`src/rtl/cordic_pkg.sv`:
```
// Shared definitions for the CORDIC datapath: IEEE-754 single fields and packer FSM states.
package cordic_pkg;

    localparam int FP_EXP_W  = 8;
    localparam int FP_MANT_W = 23;
    localparam int FP_BIAS   = 127;

    typedef struct packed {
        logic                 sign;
        logic [FP_EXP_W-1:0]  exp;
        logic [FP_MANT_W-1:0] mant;
    } fp32_t;

    typedef enum logic [1:0] {
        IDLE,
        NORM,
        DONE
    } packer_state_t;

endpackage

```
`src/rtl/packer_round.sv`:
```
// Round-to-nearest-even of a normalised magnitude onto a 23-bit mantissa (used with PACKER_ROUND_EN).
import cordic_pkg::*;

module packer_round (
    input  logic [8:0]  exp_in,
    input  logic [31:0] mag,
    output logic [7:0]  exp_out,
    output logic [22:0] mant_out
);

    logic        round_up;
    logic [23:0] sum;
    logic        unused_bits;

    // mag[31] is the hidden bit; mag[7:0] are the guard bits dropped from the mantissa.
    assign round_up = (mag[7:0] > 8'h80) || ((mag[7:0] == 8'h80) && mag[8]);
    assign sum      = {1'b0, mag[30:8]} + {23'd0, round_up};

    // A carry out of the mantissa leaves it all zero and bumps the exponent.
    assign mant_out    = sum[22:0];
    assign exp_out     = exp_in[7:0] + {7'd0, sum[23]};
    assign unused_bits = ^{exp_in[8], mag[31]};

endmodule

```
`src/rtl/packer.sv`:
```
// Fixed-point to IEEE-754 single converter with iterative one-bit-per-clock normalisation.
// Define PACKER_ROUND_EN for round-to-nearest-even; the default build truncates.
import cordic_pkg::*;

module packer #(
    parameter int FRACTIONAL_BITS = 30,
    parameter bit SIGNED          = 0
) (
    input  logic        clk,
    input  logic        rst_n,
    input  logic        in_valid,
    output logic        in_ready,
    input  logic [31:0] in_data,
    output logic        out_valid,
    input  logic        out_ready,
    output logic [31:0] out_data
);

    localparam logic [8:0] EXP_INIT = 9'(FP_BIAS + 31 - FRACTIONAL_BITS);

    packer_state_t state, state_next;
    logic [31:0]   mag;
    logic [8:0]    exp_r;
    logic          sign_r;
    logic          in_neg;
    logic [31:0]   abs_in;
    logic [7:0]    rnd_exp;
    logic [22:0]   rnd_mant;
    fp32_t         result;

    // The most negative input negates to itself, which reads correctly as an unsigned magnitude.
    assign in_neg = SIGNED && in_data[31];
    assign abs_in = in_neg ? (~in_data + 32'd1) : in_data;

`ifdef PACKER_ROUND_EN
    packer_round u_round (
        .exp_in  (exp_r),
        .mag     (mag),
        .exp_out (rnd_exp),
        .mant_out(rnd_mant)
    );
`else
    logic unused_bits;
    assign rnd_exp     = exp_r[7:0];
    assign rnd_mant    = mag[30:8];
    assign unused_bits = ^{exp_r[8], mag[7:0]};
`endif

    assign result.sign = sign_r;
    assign result.exp  = rnd_exp;
    assign result.mant = rnd_mant;

    assign in_ready  = rst_n && (state == IDLE);
    assign out_valid = (state == DONE);

    always_ff @(posedge clk or negedge rst_n) begin
        if (!rst_n) begin
            state <= IDLE;
        end else begin
            state <= state_next;
        end
    end

    always_comb begin
        state_next = state;
        case (state)
            IDLE:    if (in_valid) state_next = (abs_in == 32'd0) ? DONE : NORM;
            NORM:    if (mag[31]) state_next = DONE;
            DONE:    if (out_ready) state_next = IDLE;
            default: state_next = IDLE;
        endcase
    end

    always_ff @(posedge clk or negedge rst_n) begin
        if (!rst_n) begin
            mag      <= '0;
            exp_r    <= '0;
            sign_r   <= 1'b0;
            out_data <= '0;
        end else begin
            case (state)
                IDLE: begin
                    if (in_valid) begin
                        sign_r <= in_neg;
                        mag    <= abs_in;
                        exp_r  <= EXP_INIT;
                        // Zero bypasses normalisation and never produces -0.
                        if (abs_in == 32'd0) out_data <= '0;
                    end
                end
                NORM: begin
                    if (!mag[31]) begin
                        mag   <= mag << 1;
                        exp_r <= exp_r - 9'd1;
                    end else begin
                        out_data <= result;
                    end
                end
                default: ;
            endcase
        end
    end

endmodule

```
`config.mk`:
```
export PLATFORM = sky130hd
export DESIGN_NAME = packer
export DESIGN_NICKNAME = d
export VERILOG_FILES = /design/src/rtl/cordic_pkg.sv /design/src/rtl/packer_round.sv /design/src/rtl/packer.sv
export SDC_FILE = /design/constraint.sdc
export NUM_CORES = 1
export LEC_CHECK = 0
export ABC_AREA = 1
export ABC_CLOCK_PERIOD_IN_PS = 4100
export CAP_MARGIN = 15
export CORE_UTILIZATION = 55
export DETAILED_ROUTE_END_ITERATION = 7
export PLACE_DENSITY_LB_ADDON = 0.25
export RECOVER_POWER = 50
export SYNTH_ARGS = -nofsm -noshare
export SYNTH_HDL_FRONTEND = slang
export SYNTH_SLANG_ARGS = --single-unit
```
`constraint.sdc`:
```
create_clock -name clk -period 4.1 [get_ports clk]
set_clock_uncertainty 0.1 [all_clocks]
set_input_delay 0.82 -clock clk [delete_from_list [all_inputs] [get_ports clk]]
set_output_delay 0.82 -clock clk [all_outputs]
set_load 0.01 [all_outputs]
```
==> impl_metrics.yaml <==
outcome:
  run_status: "finished with violations"
  failed_checks: "capacitance limit, slew limit"
timing:
  finalWorstSetupSlack_ns: 0.802
  grt_setup_unrepaired: "no"
  tightest_slew_ns: 1.72
  finalWorstPathRequiredPeriod_ns: 3.30
  hold_viol: 0
  min_period_over_period_pct: 80.4
  fmaxAchievable_mhz: 303
  report.final.slew_viol_count: 74
  worst_slew_margin_rel_pct: -14.8
  tns_ns: 0
  setup_viol: 0
place:
  post-place-ws_ns: 1.11
  buffer_ports.inserted: 68
  gpl.final_weighted_congestion: 0.909
  hpwl_detailed_um: 5350
global_routing:
  grt_antenna_before_repair: 0
  grt_pass1_vias: 2591
  grt_max_degree: 74
  grt-ovfl-total: 0
  grt.total_usage_pct: 26.1
  grt_pass1_wl_um: 12400
drt:
  finalWirelength_um: 7620
  dr.pass1.iters: 5
  avgRoutedWirePerCell_um: 14.8
  drtIter0Drc: 315
  drt_drc_violations_left: 0
  vias_per_cell: 5.73
  antenna_violating_nets_post_route: 0
  route.vias.total: 2958
layout:
  filler_cell_count: 462
  diodes: 0
  final_core_util_pct: 73.3
  layout.nets: 478
  layout_common_cells: "102 x sky130_fd_sc_hd__nand2_1, 73 x sky130_fd_sc_hd__dfrtp_1, 52 x sky130_fd_sc_hd__clkdlybuf4s50_1, 37 x sky130_fd_sc_hd__inv_1, 33 x sky130_fd_sc_hd__nand4_1"
  area_growth_pct: 24.8
  mostFrequentLayoutCell: "sky130_fd_sc_hd__nand2_1"
  layout-drive-gt1-share_pct: 5.41
pwr:
  cell_internal_pwr_uw: 1770
  p_switching_uw: 1250
  clockPowerShare_pct: 15.4
  vdd_ir_drop_max_mv: 0.348
  static-leakage-power_uw: 0.00200
  power.density_cell_area_nw_per_um2: 727
  p_seq_share_pct: 40.8
  power.combinational.fraction_pct: 43.8
  net_sw_share_pct: 41.3
yosys:
  ys_seq_elements: 73
  ys.warnings.count: 0
  syn_inst: 382
  syn-cell-area_um2: 3330
  netlist-cell-type-count: 26
  synthesis.area_per_instance_um2: 8.72
  postSynthNetCount: 419
  synth_seq_area_share_pct: 54.8
min_path:
  hp-class: "flip-flop to flip-flop"
clocking:
  post_cts_resized: 0
  clk_transition_reported_paths_ns: 0.07
  worst_skew_pair.late_latency_ns: 0.33
  cts-buffers-inserted: 9
  clockBufferDepth: 2
  number_of_h_tree_levels: 3
  cts_setup_buffers: 0
  ctsHoldBuffers: 0
  tritoncts: "built"
  clock_sink_count: 73
  clockRootBuffer: "sky130_fd_sc_hd__clkbuf_8"
floorplan:
  dieArea_um2: 6370
  fp.coreArea_um2: 5680
  row_count: 27
  io_pins: 70
  fp.dieH_um: 79.8
  initial_standard_cell_utilization_of_the_core_pct: 58.7
  die_width_um: 79.8
flow_run:
  cap_viol_max_count: 1
critical_path:
  cp_data_required_time_ns: 4.27
  crit_arrival_ns: 3.47
  critical_path.endpoint_type: "flip-flop"
  path_max_fanout: 45
  cp-start-kind: "flip-flop"
  critical_path_class: "flip-flop to flip-flop"
worst paths after layout:
| kind | start | endpoint | slack, ns | cells after the start |
|---|---|---|---|---|
| setup reg to reg | state[0] | exp_r[6] | 0.80 | 11 |
| hold / removal | out_data[11] | out_data[11] | 0.37 | 2 |
| min in group asynchronous | rst_n | out_data[25] | 0.93 | 2 |
| setup / recovery | state[0] | exp_r[6] | 0.80 | 11 |
| hold reg to reg | out_data[11] | out_data[11] | 0.37 | 2 |
| max in group asynchronous | rst_n | out_data[20] | 1.92 | 2 |
flip-flops by register name, indices dropped and copies added (netlist names):
register and flops:
exp_r 8, mag 32, out_data 31, state 2
per-stage QoR:
step / instances / area (µm²) / hold slack [ns] / total power [µW]
final: 516 / 4160 / 0.365 / 3020
after detailed placement: 502 / 4000 / 0.358 / 2580
after floorplan: 382 / 3330 / 0.356 / 2100
after CTS: 516 / 4160 / 0.375 / 3050
after global placement: 502 / 4000 / 0.355 / 2520
after global routing: 516 / 4160 / 0.380 / 3240
area by class of cell:
type | count | area (µm²) | share of cell area [%]
sequential | 73 | 1830 | 43.9
multi-input combinational | 246 | 1230 | 29.6
timing repair buffer | 72 | 702 | 16.9
inverter | 39 | 146 | 3.52
clock buffer | 11 | 141 | 3.40
tap | 72 | 90.1 | 2.17
clock inverter | 3 | 18.8 | 0.451
routing by layer:
metal  vias to the layer above  global-route usage (%)  routed length [µm]
met4                         0                    11.4                 142
met1                      1390                    37.3                3460
met5                         -                       0                   0
li1                       1414                       -                   -
met2                       138                    39.1                3460
met3                        16                    4.80                 560
cell usage after synthesis:
cell type | n | area (µm²)
sky130_fd_sc_hd__nand3_1 | 18 | 90.1
sky130_fd_sc_hd__a21oi_1 | 4 | 20.0
sky130_fd_sc_hd__clkbuf_1 | 14 | 52.6
sky130_fd_sc_hd__nand4_1 | 33 | 206
sky130_fd_sc_hd__nor3_1 | 1 | 5.00
sky130_fd_sc_hd__inv_2 | 2 | 7.51
sky130_fd_sc_hd__nor2_1 | 28 | 105
sky130_fd_sc_hd__or2_1 | 1 | 6.26
sky130_fd_sc_hd__nor2_2 | 1 | 6.26
sky130_fd_sc_hd__inv_1 | 37 | 139
sky130_fd_sc_hd__o211ai_1 | 5 | 37.5
sky130_fd_sc_hd__o21ai_1 | 5 | 25.0
sky130_fd_sc_hd__nor2_4 | 1 | 11.3
sky130_fd_sc_hd__a32oi_1 | 4 | 35.0
sky130_fd_sc_hd__o22ai_1 | 1 | 6.26
sky130_fd_sc_hd__o21ai_0 | 15 | 75.1
sky130_fd_sc_hd__o221ai_1 | 16 | 140
sky130_fd_sc_hd__nand2_1 | 101 | 379
sky130_fd_sc_hd__ha_1 | 1 | 12.5
sky130_fd_sc_hd__buf_6 | 3 | 33.8
sky130_fd_sc_hd__buf_4 | 1 | 7.51
sky130_fd_sc_hd__buf_2 | 6 | 30.0
sky130_fd_sc_hd__a22oi_1 | 6 | 45.0
sky130_fd_sc_hd__dfrtp_1 | 73 | 1830
sky130_fd_sc_hd__nand2_2 | 4 | 25.0
sky130_fd_sc_hd__conb_1 | 1 | 3.75
kinds of logic (layout without fill, tap and decap cells):
group	Yosys count	in the layout	synth area share [%]
AO/OA/AOI/OAI	56	56	11.5
buffers and inverters	63	125	8.11
AND/OR/NAND/NOR	188	188	25.0
other	1	1	0.113
flip-flops	73	73	54.8
adder cells (fa/ha/maj)	1	1	0.375
power groups by stage:
stage	combinational, µW	clock, µW	sequential (µW)
global route	1470	515	1260
floorplan	860	0	1240
CTS	1340	478	1230
finish	1320	466	1230
detailed placement	1340	0	1240
global placement	1290	0	1230
critical path, cell delays in order, from the launching register on:
cell and delay, ns:
sky130_fd_sc_hd__dfrtp_1 0.44, sky130_fd_sc_hd__inv_2 0.07, sky130_fd_sc_hd__nor2_4 0.07, sky130_fd_sc_hd__buf_4 0.31, sky130_fd_sc_hd__nand2_1 0.61, sky130_fd_sc_hd__nand2_2 0.83, sky130_fd_sc_hd__inv_2 0.31, sky130_fd_sc_hd__nor2_2 0.20
sky130_fd_sc_hd__nand2_1 0.07, sky130_fd_sc_hd__nand2_1 0.06, sky130_fd_sc_hd__nand2_1 0.05, sky130_fd_sc_hd__nor2_1 0.10
No activity file was read; power rests on OpenSTA's default activity.
